[config.mk]
export PLATFORM = sky130hd
export DESIGN_NAME = spi_master_ctrl
export DESIGN_NICKNAME = d
export VERILOG_FILES = /design/src/rtl/spi_master_ctrl.sv
export SDC_FILE = /design/constraint.sdc
export NUM_CORES = 1
export LEC_CHECK = 0
export CORE_MARGIN = 5
export CORE_UTILIZATION = 57
export DETAILED_ROUTE_END_ITERATION = 12
export GPL_ROUTABILITY_DRIVEN = 0
export MAX_ROUTING_LAYER = met4
export PLACE_DENSITY = 0.9
export SLEW_MARGIN = 20
export SYNTH_ARGS = -nofsm -noshare
export SYNTH_HDL_FRONTEND = slang
export SYNTH_SLANG_ARGS = --single-unit
[constraint.sdc]
create_clock -name clk -period 5.25 [get_ports clk]
set_clock_uncertainty 0.1 [all_clocks]
set_input_delay 1.575 -clock clk [delete_from_list [all_inputs] [get_ports clk]]
set_output_delay 1.575 -clock clk [all_outputs]
set_load 0.005 [all_outputs]
[src/rtl/spi_master_ctrl.sv]
// spi_master_ctrl
//   SPI master stage feeding the SPI slave + single-port RAM. It takes 10-bit
//   commands over a valid/ready handshake and serialises each one MSB first
//   inside a single SS_n low window. For read-data commands it waits a fixed
//   turnaround and then shifts in one MISO byte. The SPI bit clock is clk
//   itself, so master and slave share it.
//
// Parameters
//   READ_LATENCY  cycles between the last MOSI command bit and the first MISO bit (1..7)
//   GAP_CYCLES    cycles SS_n is held high after each frame (>=1)
//
// Ports
//   clk        system/SPI clock, rising edge
//   rst        synchronous reset, active-high
//   cmd_valid  command present
//   cmd_data   [9:8] opcode (00 wr-addr, 01 wr-data, 10 rd-addr, 11 rd-data), [7:0] payload
//   cmd_ready  master idle, command can be accepted
//   SS_n       slave select, active-low
//   MOSI       serial data to the slave
//   MISO       serial data from the slave
//   rd_data    last captured read byte
//   rd_valid   one-cycle pulse when rd_data is updated
//   seq_err    (SPI_MASTER_SEQ_CHK_EN only) pulse when a rd-data command
//              arrives without a preceding rd-addr
//
// Build option
//   SPI_MASTER_SEQ_CHK_EN  enables the rd-addr/rd-data sequence check.
module spi_master_ctrl #(
  parameter int READ_LATENCY = 2,
  parameter int GAP_CYCLES   = 1
) (
  input  logic       clk,
  input  logic       rst,
  input  logic       cmd_valid,
  input  logic [9:0] cmd_data,
  output logic       cmd_ready,
  output logic       SS_n,
  output logic       MOSI,
  input  logic       MISO,
  output logic [7:0] rd_data,
  output logic       rd_valid
`ifdef SPI_MASTER_SEQ_CHK_EN
  ,
  output logic       seq_err
`endif
);

  localparam int GW = (GAP_CYCLES > 1) ? $clog2(GAP_CYCLES) : 1;

  typedef enum logic [2:0] {
    IDLE,
    START,
    CMD,
    SHIFT,
    TURN,
    CAPTURE,
    GAP
  } state_t;

  state_t        state;
  logic [9:0]    cmd_q;
  logic [1:0]    op_q;
  logic [3:0]    bit_cnt;
  logic [GW-1:0] gap_cnt;
  logic [7:0]    rd_shift;
  logic          seq_reject;

`ifdef SPI_MASTER_SEQ_CHK_EN
  logic addr_armed;

  // A rd-data command is only legal once a rd-addr has armed the slave.
  assign seq_reject = (cmd_data[9:8] == 2'b11) && !addr_armed;
`else
  assign seq_reject = 1'b0;
`endif

  always_ff @(posedge clk) begin
    if (rst) begin
      state     <= IDLE;
      SS_n      <= 1'b1;
      MOSI      <= 1'b0;
      cmd_ready <= 1'b1;
      rd_valid  <= 1'b0;
      rd_data   <= 8'h00;
      cmd_q     <= 10'h000;
      op_q      <= 2'b00;
      bit_cnt   <= 4'd0;
      gap_cnt   <= '0;
      rd_shift  <= 8'h00;
`ifdef SPI_MASTER_SEQ_CHK_EN
      addr_armed <= 1'b0;
      seq_err    <= 1'b0;
`endif
    end else begin
      rd_valid <= 1'b0;
`ifdef SPI_MASTER_SEQ_CHK_EN
      seq_err  <= 1'b0;
`endif
      case (state)
        IDLE: begin
          SS_n      <= 1'b1;
          MOSI      <= 1'b0;
          cmd_ready <= 1'b1;
          if (cmd_valid && cmd_ready) begin
            // A rejected command still drops cmd_ready for one cycle so the
            // upstream sees a normal one-shot acceptance.
            cmd_ready <= 1'b0;
            if (seq_reject) begin
`ifdef SPI_MASTER_SEQ_CHK_EN
              seq_err <= 1'b1;
`endif
            end else begin
              cmd_q <= cmd_data;
              op_q  <= cmd_data[9:8];
              SS_n  <= 1'b0;
              state <= START;
`ifdef SPI_MASTER_SEQ_CHK_EN
              if (cmd_data[9:8] == 2'b10) addr_armed <= 1'b1;
              else if (cmd_data[9:8] == 2'b11) addr_armed <= 1'b0;
`endif
            end
          end
        end

        START: begin
          // Command-type bit announces read/write to the slave.
          MOSI  <= cmd_q[9];
          state <= CMD;
        end

        CMD: begin
          // cmd_q is shifted left so cmd_q[9] always holds the next bit.
          MOSI    <= cmd_q[9];
          cmd_q   <= {cmd_q[8:0], 1'b0};
          bit_cnt <= 4'd0;
          state   <= SHIFT;
        end

        SHIFT: begin
          if (bit_cnt == 4'd9) begin
            MOSI    <= 1'b0;
            bit_cnt <= 4'd0;
            gap_cnt <= '0;
            if (op_q == 2'b11) begin
              state <= TURN;
            end else begin
              SS_n  <= 1'b1;
              state <= GAP;
            end
          end else begin
            MOSI    <= cmd_q[9];
            cmd_q   <= {cmd_q[8:0], 1'b0};
            bit_cnt <= bit_cnt + 4'd1;
          end
        end

        TURN: begin
          if (bit_cnt == 4'(READ_LATENCY - 1)) begin
            bit_cnt <= 4'd0;
            state   <= CAPTURE;
          end else begin
            bit_cnt <= bit_cnt + 4'd1;
          end
        end

        CAPTURE: begin
          rd_shift <= {rd_shift[6:0], MISO};
          if (bit_cnt == 4'd7) begin
            // Publish the byte including the bit sampled on this edge.
            rd_data  <= {rd_shift[6:0], MISO};
            rd_valid <= 1'b1;
            SS_n     <= 1'b1;
            gap_cnt  <= '0;
            state    <= GAP;
          end else begin
            bit_cnt <= bit_cnt + 4'd1;
          end
        end

        GAP: begin
          if (gap_cnt == GW'(GAP_CYCLES - 1)) begin
            cmd_ready <= 1'b1;
            state     <= IDLE;
          end else begin
            gap_cnt <= gap_cnt + 1'b1;
          end
        end

        default: begin
          SS_n      <= 1'b1;
          MOSI      <= 1'b0;
          cmd_ready <= 1'b1;
          state     <= IDLE;
        end
      endcase
    end
  end

endmodule

# == Word-level counts from Yosys, hierarchy flattened ==
# Cells that the tools add are included.
# op_classes
n_addsub,2
n_mul,0
div_mod_pow,0
magnitude_cmp,0
n_eq_ne,18
shift,0
n_mux,28
bitwise,3
reduce_logical,18
# op_table
op,n
$pmux 10 s3,1
$pmux 3 s7,1
$mux 10,2
$ne 2x2->1 const B,8
$pmux 4 s4,1
$mux 3,5
$mux 4,3
$mux 1,10
$eq 3x3->1 const B,3
$pmux 1 s3,3
$reduce_and 2->1,4
$eq 3x2->1 const B,2
$reduce_and 3->1,2
$reduce_bool 3->1,2
$reduce_and 5->1,1
$reduce_or 5->1,1
$add 4x1->4 const B,1
$eq 4x1->1 const B,1
$eq 4x3->1 const B,1
$eq 4x4->1 const B,1
$pmux 1 s4,1
$reduce_and 4->1,1
$reduce_bool 4->1,1
$reduce_or 2->1,2
9 further kinds,11
# totals
regBits,39
latchBits,0
ram_bits,0
mem_bits_ro,0
inputBits,14
output_inout_bits,12
elab_cells,80
memories,0

# == Logic depth before layout (Yosys ltp) ==
# logic_depth
word_depth,4
mapped_depth,9
mapped_depth_nobuf,6

# == Worst setup path after synthesis ==
# No wires, ideal clock.
# synth_path
path_type,input to register
from,input port rst
to,register rd_data[6]
setup_ps,128
arrival_ps,2409
required_ps,5022
path_slack_ps,2614
path_stages,4
n_path_buf,3
cell_sequence,clkbuf_1 -> clkbuf_1 -> clkbuf_1 -> nor2_1
# synth_lines
item,line_no,source
start: declaration,33,"input logic rst,"
end signal: assignment,170,"rd_data <= {rd_shift[6:0], MISO};"
end: declaration,40,"output logic [7:0] rd_data,"
# No word-level cell between the ends.

==> reports/qor.yml <==
grt:
  grt_overflow: 0
  grt_pass1_vias: 1411
  antenna_found_initial: 0
  grt_usage_pct: 19.36
  grt_start_max_net_pins: 38
  grt_first_pass_wirelength_um: 6389
power:
  power.ir.vdd_worst_mv: 0.1767
  power-per-cell-area_mw_per_mm2: 310.9
  total_power_mw: 0.6633
  power.leakage_nw: 0.7650
synth:
  synthDistinctLibCells: 42
  synth_top_area_share_pct: 42.43
  synth_top_cells_by_area: "sky130_fd_sc_hd__dfxtp_1 (42%), sky130_fd_sc_hd__mux2i_1 (11%), sky130_fd_sc_hd__a21oi_1 (5.9%), sky130_fd_sc_hd__nor2_1 (3.8%), sky130_fd_sc_hd__nand3_1 (2.8%)"
  postSynthRegisterBits: 38
  synthesis.nets: 222
  ys_dominant_reg_cell: "sky130_fd_sc_hd__dfxtp_1"
  syn_inst: 206
  syn-mean-instance-area_um2: 8.704
  synth-async-reset-ratio_pct: 0
  synthesis.yosys.warnings: 0
  yosysMostFrequentCell: "sky130_fd_sc_hd__dfxtp_1"
  synth_sequential_area_ratio_pct: 42.43
  synth_largest_area_cell: "sky130_fd_sc_hd__dfxtp_1"
  post_synth_most_frequent_cells: "sky130_fd_sc_hd__dfxtp_1 (38), sky130_fd_sc_hd__a21oi_1 (21), sky130_fd_sc_hd__mux2i_1 (19), sky130_fd_sc_hd__nor2_1 (18), sky130_fd_sc_hd__nand2_1 (12)"
  synth_enable_flop_cells: 0
  synth_area_mm2: 0.001793
cells_and_area:
  fin_area_mm2: 0.002133
  area_delta_synth_final_pct: 18.98
  final_core_utilization_pct: 70.45
  n_antenna_cell: 0
  design.final.nets: 238
  seq_area_um2: 760.7
  nFillCells: 224
  multi_input_comb_area_um2: 930.9
  drive_above_1_share_pct: 7.175
place:
  placed_cell_area_mm2: 0.002027
  port_buffers: 25
  place_hpwl_um: 2395
setup_path:
  crit_required_ns: 5.39
  critical_path_peak_fanout: 28
  critical_path.n_buffers_inverters: 2
  critical_path.cell_chain: "clkdlybuf4s50_1 > buf_4 > nor2b_1 > o21ai_1 > o41ai_1"
  timing.critical_path.max_delay_family: "buffers and inverters"
  r2r_end: "bit_cnt[2]"
  crit_path_start_kind: "input port"
  register_to_register_setup_slack_ns: 2.83
  worst-r2r-cell-count: 4
  critical_path_arrival_ns: 3.24
  max_stage_delay_ns: 1.08
  worstReg2RegStart: "state[1]"
  crit_path_top_delay_cell: "sky130_fd_sc_hd__clkdlybuf4s50_1"
  endpoint_kind: "register"
  setup.worst_path.class: "input port to register"
min_path:
  holdCritStartpoint: "rd_shift[6]"
  worst_hold_path.endpoint: "rd_shift[6]"
  hold_path_class: "register to register"
  holdPathStages: 2
sta:
  worst_slew_pin_slew_ns: 0.9244
  final-hold-violation-count: 0
  fmaxAchievable_mhz: 322.2
  report.final.slew_viol_count: 0
  setup_viol: 0
  slew_headroom_pct: 38.18
  layout_min_cycle_time_ns: 3.103
  final.period_utilization_pct: 59.11
  grt_setup_unrepaired: "false"
  tns_ns: 0
  finalHoldWorstSlack_ns: 0.3675
clocking:
  root_buffer_cell: "sky130_fd_sc_hd__clkbuf_4"
  insertion_delay_ns: 0.35
  tritoncts: "built"
  post_cts_resize_count: 0
  cts.path.max_buffers: 2
  cts_hold_repair.buffers: 0
  post-cts-setup-buffers: 0
  htree_levels: 2
  clkSinkCount: 38
  cts_buffers: 5
  cts.reportedPaths.clkPinSlew_ns: 0.13
detailed_routing:
  drt_first_iter_violations: 96
  remaining_drc_errors: 0
  detailroute.via_count: 1553
  post_drt_wl_per_cell_um: 13.38
  drt_pre_antenna_iters: 5
  routed_wirelength_um: 3573
  antenna_violating_nets_post_route: 0
  drt-vias-per-instance: 5.816
floorplan:
  die_area_mm2: 0.004367
  dieHeight_um: 66.09
  initial_core_util_pct: 59.21
  core_mm2: 0.003028
  die_w_um: 66.09
  io_pins: 26
  core.rowCount: 20
flow_run:
  drv_cap: 0
outcome:
  result_of_the_run: "completed"
==> layer usage <==
metal	vias to the layer above	GRT usage, %	routed length [um]	share of wire [%]
li1	769	-	-	-
met2	69	29.37	1670	47
met4	0	8.629	79	2.2
met1	706	23.92	1567	44
met3	9	5.442	256	7.2
met5	-	-	0	0
==> registers in the layout, summed over array words and instances, names as in the netlist, 2 cells and up <==
name	cells
rd_data	8
state	3
rd_shift	7
cmd_q	10
bit_cnt	4
op_q	2
==> worst max-delay path by stage <==
stage               from          to  slack [ns]  depth (start not counted)
finish               rst    cmd_q[9]        2.15                          5
global route         rst    cmd_q[9]        2.03                          5
CTS                  rst    cmd_q[9]        2.19                          5
detailed placement   rst    cmd_q[9]        1.80                          5
global placement     rst    cmd_q[9]        1.79                          5
floorplan            rst  rd_data[6]        2.61                          4
==> through the flow <==
stage / cells / worst slack (ns)
floorplan: 206 / 2.614
global placement: 259 / 1.792
detailed placement: 259 / 1.801
CTS: 267 / 2.186
global route: 267 / 2.029
finish: 267 / 2.147
==> cells by family (layout without fill, tap and decap cells) <==
family                     after synthesis  in the layout  share of synthesized area, %
AOI/OAI and AO/OA                       47             47                         15.98
xor gates and xnor gates                 2              2                        0.9771
adders and majority gates                2              2                         1.395
buffers and inverters                   22             39                         5.652
DFF                                     38             38                         42.43
muxes                                   19             19                         10.61
and+or+nand+nor                         76             76                         22.96
==> worst min-delay path: cells and delay by family (launching register included) <==
kind | cells | cell delay [ns]
DFF | 1 | 0.33
and+or+nand+nor | 1 | 0.05
AOI/OAI and AO/OA | 1 | 0.05
==> cells in the final DEF (no fill, tap or decap), types with 3 or more instances in the layout <==
master,count
sky130_fd_sc_hd__a21oi_1,21
sky130_fd_sc_hd__clkbuf_4,5
sky130_fd_sc_hd__clkdlybuf4s50_1,25
sky130_fd_sc_hd__dfxtp_1,38
sky130_fd_sc_hd__inv_1,4
sky130_fd_sc_hd__mux2i_1,19
sky130_fd_sc_hd__nand2_1,12
sky130_fd_sc_hd__nand2b_1,3
sky130_fd_sc_hd__nand3_1,10
sky130_fd_sc_hd__nand3b_1,3
sky130_fd_sc_hd__nor2_1,18
sky130_fd_sc_hd__nor2b_1,3
sky130_fd_sc_hd__nor3_1,6
sky130_fd_sc_hd__o21ai_0,8
sky130_fd_sc_hd__or3_1,8
==> layout make-up <==
type | instances | share of cell area, %
clock inverter | 3 | 3.226
timing repair buffer | 27 | 12.43
sequential | 38 | 35.66
inverter | 4 | 0.7038
clock buffer | 5 | 1.760
multi-input combinational | 146 | 43.64
tap | 44 | 2.581
==> power by group <==
group | total, mW | internal, mW | switching [mW] | leakage, nW
Combinational | 0.0888 | 0.0443 | 0.0445 | 0.401
Sequential | 0.324 | 0.304 | 0.0192 | 0.309
Clock | 0.251 | 0.149 | 0.102 | 0.0554
No activity file was read; power rests on OpenSTA's default activity.
